File: config.mk
export PLATFORM = sky130hd
export DESIGN_NAME = vga_frame_scanner_flat
export DESIGN_NICKNAME = d
export VERILOG_FILES = /design/src/rtl/vga_pkg.sv /design/src/rtl/vga_frame_scanner_if.sv /design/src/rtl/vga_sync_counter.sv /design/src/rtl/vga_frame_scanner.sv /design/src/flat_wrapper.sv
export SDC_FILE = /design/constraint.sdc
export NUM_CORES = 1
export LEC_CHECK = 0
export ABC_AREA = 1
export CAP_MARGIN = 20
export CORE_MARGIN = 2
export CORE_UTILIZATION = 46
export DETAILED_ROUTE_END_ITERATION = 12
export PLACE_DENSITY = 0.73
export SLEW_MARGIN = 30
export SYNTH_ARGS = -nofsm -noshare
export SYNTH_HDL_FRONTEND = slang
export SYNTH_SLANG_ARGS = --single-unit
File: constraint.sdc
create_clock -name clk -period 1.8 [get_ports clk]
set_input_delay 0.36 -clock clk [delete_from_list [all_inputs] [get_ports clk]]
set_output_delay 0.36 -clock clk [all_outputs]
set_load 0.005 [all_outputs]
File: src/rtl/vga_pkg.sv
// Shared timing constants and colour helpers for the VGA frame scanner.
// Totals and sync windows describe the default 640x480@60 mode.
package vga_pkg;

  localparam int H_ACTIVE = 640;
  localparam int H_FP     = 16;
  localparam int H_SW     = 96;
  localparam int H_BP     = 48;
  localparam int V_ACTIVE = 480;
  localparam int V_FP     = 10;
  localparam int V_SW     = 2;
  localparam int V_BP     = 33;
  localparam int SCALE_SH = 2;
  localparam int ADDR_W   = 15;
  localparam int PIX_W    = 8;
  localparam int CNT_W    = 10;

  localparam int H_TOTAL      = H_ACTIVE + H_FP + H_SW + H_BP;
  localparam int V_TOTAL      = V_ACTIVE + V_FP + V_SW + V_BP;
  localparam int H_SYNC_START = H_ACTIVE + H_FP;
  localparam int H_SYNC_END   = H_ACTIVE + H_FP + H_SW;
  localparam int V_SYNC_START = V_ACTIVE + V_FP;
  localparam int V_SYNC_END   = V_ACTIVE + V_FP + V_SW;
  localparam int IMG_W        = H_ACTIVE >> SCALE_SH;

  typedef struct packed {
    logic [7:0] r;
    logic [7:0] g;
    logic [7:0] b;
  } rgb888_t;

  // Bit replication keeps full-scale codes at 0x00 and 0xFF.
  function automatic rgb888_t rgb332_to_rgb888(input logic [PIX_W-1:0] p);
    rgb888_t c;
    c.r = {p[7:5], p[7:5], p[7:6]};
    c.g = {p[4:2], p[4:2], p[4:3]};
    c.b = {4{p[1:0]}};
    return c;
  endfunction

endpackage

File: src/rtl/vga_frame_scanner_if.sv
// Frame-memory read port plus DAC pins of the scanner; master = scanner side.
interface vga_frame_scanner_if;
  import vga_pkg::*;

  logic [ADDR_W-1:0] mem_addr;
  logic [PIX_W-1:0]  mem_rdata;
  logic [7:0]        r;
  logic [7:0]        g;
  logic [7:0]        b;
  logic              clk_25;
  logic              H_SYNC;
  logic              V_SYNC;
  logic              SYNC_B;
  logic              SYNC_BLANK;
  logic              frame_start;

  modport master (
    output mem_addr, r, g, b, clk_25, H_SYNC, V_SYNC, SYNC_B, SYNC_BLANK, frame_start,
    input  mem_rdata
  );

  modport slave (
    input  mem_addr, r, g, b, clk_25, H_SYNC, V_SYNC, SYNC_B, SYNC_BLANK, frame_start,
    output mem_rdata
  );

endinterface

File: src/rtl/vga_sync_counter.sv
// Pixel-tick generator and raster counters; produces the stage-0 active/sync
// flags and a one-clock pulse whenever the scan enters (0,0).
module vga_sync_counter import vga_pkg::*; #(
  parameter int H_ACTIVE = vga_pkg::H_ACTIVE,
  parameter int H_FP     = vga_pkg::H_FP,
  parameter int H_SW     = vga_pkg::H_SW,
  parameter int H_BP     = vga_pkg::H_BP,
  parameter int V_ACTIVE = vga_pkg::V_ACTIVE,
  parameter int V_FP     = vga_pkg::V_FP,
  parameter int V_SW     = vga_pkg::V_SW,
  parameter int V_BP     = vga_pkg::V_BP
) (
  input  logic             clk,
  input  logic             rst,
  output logic             tick,
  output logic             adv,
  output logic             line_end,
  output logic [CNT_W-1:0] hcnt,
  output logic [CNT_W-1:0] vcnt,
  output logic             active0,
  output logic             hs0,
  output logic             vs0,
  output logic             frame_start
);

  localparam logic [CNT_W-1:0] H_LAST   = CNT_W'(H_ACTIVE + H_FP + H_SW + H_BP - 1);
  localparam logic [CNT_W-1:0] V_LAST   = CNT_W'(V_ACTIVE + V_FP + V_SW + V_BP - 1);
  localparam logic [CNT_W-1:0] H_ACT_C  = CNT_W'(H_ACTIVE);
  localparam logic [CNT_W-1:0] V_ACT_C  = CNT_W'(V_ACTIVE);
  localparam logic [CNT_W-1:0] HS_START = CNT_W'(H_ACTIVE + H_FP);
  localparam logic [CNT_W-1:0] HS_END   = CNT_W'(H_ACTIVE + H_FP + H_SW);
  localparam logic [CNT_W-1:0] VS_START = CNT_W'(V_ACTIVE + V_FP);
  localparam logic [CNT_W-1:0] VS_END   = CNT_W'(V_ACTIVE + V_FP + V_SW);

  logic running;

  assign adv      = tick & running;
  assign line_end = adv && (hcnt == H_LAST);

  // The first pixel tick after reset only enters (0,0) so frame_start fires there.
  always_ff @(posedge clk or posedge rst) begin
    if (rst) begin
      tick        <= 1'b0;
      running     <= 1'b0;
      hcnt        <= '0;
      vcnt        <= '0;
      frame_start <= 1'b0;
    end else begin
      tick        <= ~tick;
      frame_start <= 1'b0;
      if (tick && !running) begin
        running     <= 1'b1;
        frame_start <= 1'b1;
      end else if (adv) begin
        if (hcnt == H_LAST) begin
          hcnt <= '0;
          if (vcnt == V_LAST) begin
            vcnt        <= '0;
            frame_start <= 1'b1;
          end else begin
            vcnt <= vcnt + 1'b1;
          end
        end else begin
          hcnt <= hcnt + 1'b1;
        end
      end
    end
  end

  assign active0 = (hcnt < H_ACT_C) && (vcnt < V_ACT_C);
  assign hs0     = !((hcnt >= HS_START) && (hcnt < HS_END));
  assign vs0     = !((vcnt >= VS_START) && (vcnt < VS_END));

endmodule

File: src/rtl/vga_frame_scanner.sv
// Scans the frame, fetches scaled image pixels from frame memory and drives the
// DAC with RGB888 colour and syncs, two pixel ticks behind the raster counters.
module vga_frame_scanner import vga_pkg::*; #(
  parameter int H_ACTIVE = vga_pkg::H_ACTIVE,
  parameter int H_FP     = vga_pkg::H_FP,
  parameter int H_SW     = vga_pkg::H_SW,
  parameter int H_BP     = vga_pkg::H_BP,
  parameter int V_ACTIVE = vga_pkg::V_ACTIVE,
  parameter int V_FP     = vga_pkg::V_FP,
  parameter int V_SW     = vga_pkg::V_SW,
  parameter int V_BP     = vga_pkg::V_BP
) (
  input  logic                clk,
  input  logic                rst,
  vga_frame_scanner_if.master vga
);

  localparam int               IMG_WIDTH = H_ACTIVE >> SCALE_SH;
  localparam logic [CNT_W-1:0] V_LAST    = CNT_W'(V_ACTIVE + V_FP + V_SW + V_BP - 1);
  localparam logic [CNT_W-1:0] V_ACT_C   = CNT_W'(V_ACTIVE);

  logic             tick;
  logic             adv;
  logic             line_end;
  logic [CNT_W-1:0] hcnt;
  logic [CNT_W-1:0] vcnt;
  logic [CNT_W-1:0] vnext;
  logic             active0;
  logic             hs0;
  logic             vs0;
  logic             frame_start;
  logic             act1;
  logic             hs1;
  logic             vs1;
  logic [ADDR_W-1:0] row_base;
  rgb888_t          pix;

  vga_sync_counter #(
    .H_ACTIVE (H_ACTIVE), .H_FP (H_FP), .H_SW (H_SW), .H_BP (H_BP),
    .V_ACTIVE (V_ACTIVE), .V_FP (V_FP), .V_SW (V_SW), .V_BP (V_BP)
  ) u_sync (
    .clk         (clk),
    .rst         (rst),
    .tick        (tick),
    .adv         (adv),
    .line_end    (line_end),
    .hcnt        (hcnt),
    .vcnt        (vcnt),
    .active0     (active0),
    .hs0         (hs0),
    .vs0         (vs0),
    .frame_start (frame_start)
  );

  assign vnext = vcnt + 1'b1;
  assign pix   = rgb332_to_rgb888(vga.mem_rdata);

  // row_base tracks (vcnt >> SCALE_SH) * IMG_WIDTH incrementally, avoiding a multiplier.
  always_ff @(posedge clk or posedge rst) begin
    if (rst) begin
      row_base <= '0;
    end else if (line_end) begin
      if (vcnt == V_LAST) begin
        row_base <= '0;
      end else if ((vnext[SCALE_SH-1:0] == '0) && (vnext < V_ACT_C)) begin
        row_base <= row_base + ADDR_W'(IMG_WIDTH);
      end
    end
  end

  always_ff @(posedge clk or posedge rst) begin
    if (rst) begin
      vga.mem_addr   <= '0;
      act1           <= 1'b0;
      hs1            <= 1'b1;
      vs1            <= 1'b1;
      vga.r          <= 8'h00;
      vga.g          <= 8'h00;
      vga.b          <= 8'h00;
      vga.H_SYNC     <= 1'b1;
      vga.V_SYNC     <= 1'b1;
      vga.SYNC_BLANK <= 1'b0;
    end else if (adv) begin
      if (active0) begin
        vga.mem_addr <= row_base + ADDR_W'(hcnt >> SCALE_SH);
      end
      act1           <= active0;
      hs1            <= hs0;
      vs1            <= vs0;
      vga.H_SYNC     <= hs1;
      vga.V_SYNC     <= vs1;
      vga.SYNC_BLANK <= act1;
      vga.r          <= act1 ? pix.r : 8'h00;
      vga.g          <= act1 ? pix.g : 8'h00;
      vga.b          <= act1 ? pix.b : 8'h00;
    end
  end

  assign vga.clk_25      = tick;
  assign vga.SYNC_B      = 1'b0;
  assign vga.frame_start = frame_start;

endmodule

File: src/flat_wrapper.sv
// flat-port wrapper written by rule: the top's interface ports become plain ports
module vga_frame_scanner_flat import vga_pkg::*;
#(
  parameter int H_ACTIVE = vga_pkg::H_ACTIVE,
  parameter int H_FP     = vga_pkg::H_FP,
  parameter int H_SW     = vga_pkg::H_SW,
  parameter int H_BP     = vga_pkg::H_BP,
  parameter int V_ACTIVE = vga_pkg::V_ACTIVE,
  parameter int V_FP     = vga_pkg::V_FP,
  parameter int V_SW     = vga_pkg::V_SW,
  parameter int V_BP     = vga_pkg::V_BP
)
  (clk, rst, vga_mem_addr, vga_r, vga_g, vga_b, vga_clk_25, vga_H_SYNC, vga_V_SYNC, vga_SYNC_B, vga_SYNC_BLANK, vga_frame_start, vga_mem_rdata);
  vga_frame_scanner_if vga_i ();
  input  logic clk;
  input  logic rst;
  output wire logic [$bits(vga_i.mem_addr)-1:0] vga_mem_addr;
  output wire logic [$bits(vga_i.r)-1:0] vga_r;
  output wire logic [$bits(vga_i.g)-1:0] vga_g;
  output wire logic [$bits(vga_i.b)-1:0] vga_b;
  output wire logic [$bits(vga_i.clk_25)-1:0] vga_clk_25;
  output wire logic [$bits(vga_i.H_SYNC)-1:0] vga_H_SYNC;
  output wire logic [$bits(vga_i.V_SYNC)-1:0] vga_V_SYNC;
  output wire logic [$bits(vga_i.SYNC_B)-1:0] vga_SYNC_B;
  output wire logic [$bits(vga_i.SYNC_BLANK)-1:0] vga_SYNC_BLANK;
  output wire logic [$bits(vga_i.frame_start)-1:0] vga_frame_start;
  input wire logic [$bits(vga_i.mem_rdata)-1:0] vga_mem_rdata;
  assign vga_mem_addr = vga_i.mem_addr;
  assign vga_r = vga_i.r;
  assign vga_g = vga_i.g;
  assign vga_b = vga_i.b;
  assign vga_clk_25 = vga_i.clk_25;
  assign vga_H_SYNC = vga_i.H_SYNC;
  assign vga_V_SYNC = vga_i.V_SYNC;
  assign vga_SYNC_B = vga_i.SYNC_B;
  assign vga_SYNC_BLANK = vga_i.SYNC_BLANK;
  assign vga_frame_start = vga_i.frame_start;
  assign vga_i.mem_rdata = vga_mem_rdata;
  vga_frame_scanner #(.H_ACTIVE(H_ACTIVE), .H_FP(H_FP), .H_SW(H_SW), .H_BP(H_BP), .V_ACTIVE(V_ACTIVE), .V_FP(V_FP), .V_SW(V_SW), .V_BP(V_BP)) u_core (.clk(clk), .rst(rst), .vga(vga_i));
endmodule
# == Word level (Yosys, flattened, before mapping) ==
# Index checks and enable logic that the tools add are counted.
# totals
reg_bits,83
latchBits,0
ram_bits,0
romBits,0
inputBits,10
output_inout_bits,45
wordCells,58
mem_count,0
# classes
n_addsub,4
multipliers,0
div_mod_pow,0
order_cmp,7
n_eq_ne,2
shift,0
mux,11
bitwise,3
n_reduce_logical,15
# op_table
cell,n
$lt A10 B9 Y1 const B,3
$mux W15,2
$mux W8,3
$add A10 B1 Y10 const B,2
$eq A10 B10 Y1 const B,2
$lt A10 B10 Y1 const B,2
$mux W10,2
$add A15 B8 Y15,1
$add A15 B8 Y15 const B,1
$ge A10 B10 Y1 const B,1
$ge A10 B9 Y1 const B,1
$logic_and A1 B1 Y1,6
$reduce_and A2 Y1,3
$mux W1,4
$logic_not A1 Y1,3
$reduce_and A3 Y1,1
$logic_not A2 Y1,1
$not A1 Y1,2
$reduce_bool A2 Y1,1
$and A1 B1 Y1,1

# == Logic depth before layout (Yosys ltp) ==
# logic_depth
depth_word,5
ltp_mapped,12
mapped_depth_nobuf,12

# == Modules after synthesis ==
# A second synthesis with hierarchy kept.
# unflattened
hier_cells,487
hier_area_um2,3691.0
# modules_own_cells
module,instances,cells_each,area_per_inst_um2,seq_area_each_um2
vga_frame_scanner,1,302,2258.4,980.9
vga_sync_counter,1,185,1432.6,575.6

# == Worst setup path before layout ==
# No wires, ideal clock.
# synth_timing
path_type,register -> register
startpoint,reg u_core.row_base[6]
endpoint,reg u_core.vga.mem_addr[10]
arrival_ns,1.538
required_time_ns,1.682
path_slack_ns,0.145
stages_incl_launch_ff,8
synth_period_minus_slack_ns,1.655
path_cell_list,dfrtp_1 -> ha_1 -> a21o_1 -> a21oi_1 -> nand2_1 -> a21oi_1 -> nand3b_1 -> nand2_1
# synth_via
elab_chain_cells,1
# synth_lines
element,line_no,rtl
start: declaration,vga_frame_scanner.sv:35,logic [ADDR_W-1:0] row_base;
start signal: assignment,vga_frame_scanner.sv:66,row_base <= row_base + ADDR_W'(IMG_WIDTH);
$add A15 B8 Y15,vga_frame_scanner.sv:85,vga.mem_addr <= row_base + ADDR_W'(hcnt >> SCALE_SH);
end signal: assignment,vga_frame_scanner.sv:85,
end: declaration,vga_frame_scanner_if.sv:18,"output mem_addr, r, g, b, clk_25, H_SYNC, V_SYNC, SYNC_B, SYNC_BLANK, frame_start,"
# Every way passes these cells.
# A chain may end at the register's enable or synchronous reset.

# == Final worst setup path ==
# layout_timing
startpoint,reg u_core.vga.H_SYNC
endpoint,out vga_H_SYNC
# layout_lines
element,line_no,rtl
start: declaration,vga_frame_scanner_if.sv:18,
start signal: assignment,vga_frame_scanner.sv:90,vga.H_SYNC <= hs1;
end: declaration,flat_wrapper.sv:22,output wire logic [$bits(vga_i.H_SYNC)-1:0] vga_H_SYNC;
# No word-level cell between the ends.

==> qor.txt <==
GR peak layer -> met2
CP Max Fanout -> 2
Critical path's top delay family -> flip-flops
EDFF count, synth -> 0
Ys async rst share -> 100%
Sequential fraction of the synthesis area -> 45.5%
CTS tree -> built
Post-synth top area cell -> dfrtp_1
GP Congestion -> 0.887
DRT Wirelength -> 7300 µm
Clock sink total -> 62
Met2 usage -> 29.6%
Clk_skew -> 0.00893 ns
Required @ worst endpoint -> 1.44 ns
Mapped Avg Cell Area -> 8.11 µm²
Synthesis-to-finish area growth -> 25.3%
Post-Synthesis Cells -> 422
Pin count of the biggest net entering global routing -> 25
Crit share post-route -> 97.1%
DP Area -> 4030 µm²
Synthesized flop and latch total -> 62
Synth warn -> 0
Fin. Hold Viols -> 0
Die Area -> 8150 µm²
CTS max path bufs -> 2
GRT Residual Overflow -> 0
Slowest stage delay, CP -> 0.53 ns
Met3 usage -> 5.18%
Leakage Power -> 1.98 nW
DRC Markers -> 0
N_diodes -> 0
PnR worst setup slack -> 0.0530 ns
PwrDens -> 639 nW/µm²
Clock-pin slew on the worst setup and hold paths -> 0.07 ns
Synth Flop Type -> dfrtp_1
Core Area -> 7210 µm²
Synthesized area -> 3420 µm²
Initial core utilization -> 47.5%
# H-tree levels -> 3
Outcome -> completed
Worst hold margin -> 0.372 ns
Total GRT Usage -> 18.1%
Vias in the first global route -> 2,644
Root Buffer -> clkbuf_8
Critical-path cell list -> clkdlybuf4s50_1
Final min period -> 1.75 ns
MaxCap Viol Count -> 0
Arrival time at the worst endpoint -> 1.39 ns
First-pass GRT wire length -> 12,100 µm
Top cells by area, synth -> dfrtp_1 42%, nand2_1 12%, nand3_1 5.6%
Top cell type's share of synthesized area -> 42.4%
Critical path launch point type -> flop
CP max-delay cell -> dfstp_2
Die Wd -> 90.3 µm
TritonCTS buffer count -> 9
Met1 usage -> 23.7%
Antenna Nets Post-Route -> 0
Place WS -> 0.0700 ns
Router iterations before antenna repair -> 4
Worst min path class -> in -> async
FMAX -> 572 MHz
Share of layout cells above drive strength 1 -> 15.9%
CP Buf/Inv Count -> 1
Placed wire-length estimate -> 5300 µm
FP Rows -> 31
Crit path kind -> reg -> out
Post-synth cell types -> 39
DR WL/cell -> 12.5 µm
Via count -> 2,903
Die Span Y -> 90.3 µm
Ports -> 55
Vias per cell -> 4.99
Initial antenna violation count -> 0
Final net count -> 498
Final Max Tran Viols -> 0
Max VDD drop -> 0.500 mV
Kind of end point of the critical path -> output pin
Final Setup Violations -> 0
Port Buffers -> 53
Post-route cell area -> 4290 µm²
Worst skew pair latency -> 0.35 ns
1st-iter DRT viols -> 156
[worst paths after layout]
| check | start | to | slack (ns) | cells after the start |
|---|---|---|---|---|
| setup reg to reg | u_core.u_sync.vcnt[1] | u_core.row_base[11] | 0.11 | 10 |
| max in group asynchronous | rst | u_core.u_sync.vcnt[1] | 0.92 | 3 |
| min in group clk | u_core.hs1 | u_core.hs1 | 0.47 | 2 |
| hold reg to reg | u_core.hs1 | u_core.hs1 | 0.47 | 2 |
| setup / recovery | u_core.vga.H_SYNC | vga_H_SYNC | 0.05 | 1 |
| hold / removal | rst | u_core.vga.r[6] | 0.37 | 2 |
[repair_timing]
| action | in CTS | in global routing |
|---|---|---|
| endpoints found under the setup margin | 0 | 13 |
| hold buffers | 0 | 0 |
| buffers inserted | 0 | 2 |
| resized for setup | 0 | 13 |
[registers in the layout, indices dropped and copies added, names as in the netlist, 2 cells and up]
register	count
u_core.vga.r	3
u_core.row_base	10
u_core.vga.mem_addr	15
u_core.vga.b	2
u_core.u_sync.hcnt	10
u_core.vga.g	3
u_core.u_sync.vcnt	10
[kinds of logic after synthesis]
kind of cell             count (synthesis)  synth area share [%]
other                                    1                 0.110
flip-flops                              62                  45.5
AO/OA/AOI/OAI                           59                  9.25
AND/OR/NAND/NOR                        208                  28.7
adder cells (fa/ha/maj)                 10                  3.65
buffers and inverters                   71                  10.0
XOR/XNOR                                11                  2.81
[cells in the final DEF, fill, tap and decap left out, types with 2 or more instances in the layout]
cell type / synthesis / routed
a21oi_1: 13 / 12
a31oi_1: 6 / 6
buf_4: 17 / 14
clkbuf_8: 0 / 9
clkdlybuf4s50_1: 0 / 53
clkinv_2: 1 / 4
clkinvlp_4: 0 / 3
conb_1: 1 / 2
dfrtp_1: 58 / 56
dfrtp_2: 0 / 2
dfstp_2: 4 / 4
ha_1: 10 / 9
inv_1: 40 / 39
inv_2: 5 / 5
nand2_1: 106 / 103
nand2_2: 8 / 11
nand2_4: 2 / 2
nand3_1: 38 / 38
nand3_2: 4 / 3
nand3_4: 1 / 2
nand3b_1: 2 / 2
nor2_1: 23 / 23
nor2_2: 4 / 2
nor2_4: 2 / 4
nor3_1: 11 / 11
nor3_2: 4 / 3
o21ai_0: 29 / 29
o21ai_1: 6 / 6
o22ai_1: 2 / 2
xnor2_1: 3 / 3
xor2_1: 8 / 8
[area by class of cell]
cell class,count,area (µm²)
clock buffer,10,128
tap,99,124
inverter,47,185
sequential,62,1560
fill,639,2930
timing repair buffer,68,656
multi-input combinational,290,1580
clock inverter,6,61.3
[cells in the mapped netlist (2+ instances only)]
cell type	count
nand2_1	106
dfrtp_1	58
inv_1	40
nand3_1	38
o21ai_0	29
nor2_1	23
buf_4	17
a21oi_1	13
nor3_1	11
ha_1	10
nand2_2	8
xor2_1	8
a31oi_1	6
o21ai_1	6
inv_2	5
dfstp_2	4
nand3_2	4
nor2_2	4
nor3_2	4
xnor2_1	3
buf_1	2
buf_2	2
nand2_4	2
nand3b_1	2
nor2_4	2
o22ai_1	2
[report_power, final]
part           switching, mW  leakage [nW]  internal (mW)  total, mW
sequential           0.00945         0.779           1.40       1.41
clock                  0.564        0.0964          0.636       1.20
combinational         0.0498          1.11         0.0753      0.125
total                  0.623          1.98           2.12       2.74
[layer usage]
| layer | wire [µm] | share of wire, % | vias to the layer above |
|---|---|---|---|
| met2 | 3460 | 47 | 66 |
| met4 | 142 | 1.9 | 0 |
| met1 | 3370 | 46 | 1353 |
| met3 | 324 | 4.4 | 19 |
| li1 | - | - | 1465 |
| met5 | 0 | 0 | - |
[worst register-to-register path: cells and delay by family, from the launching register on]
family / cells / cell delay [ns]
simple gates: 7 / 0.78
fa+ha+maj: 1 / 0.17
buf+inv: 1 / 0.04
compound gates: 1 / 0.16
flops: 1 / 0.43
[through the flow]
stage / power, mW / utilization, % / instances / TNS (ns)
3_3_place_gp: 1.57 / 55.9 / 564 / 0
2_1_floorplan: 1.50 / - / 423 / 0
6_report: 2.74 / 59.4 / 582 / 0
4_1_cts: 2.76 / 58.5 / 580 / 0
5_1_grt: 2.82 / 59.4 / 582 / -0.0722
3_5_place_dp: 1.57 / 55.9 / 564 / 0
Power figures use the tool's default switching activity.
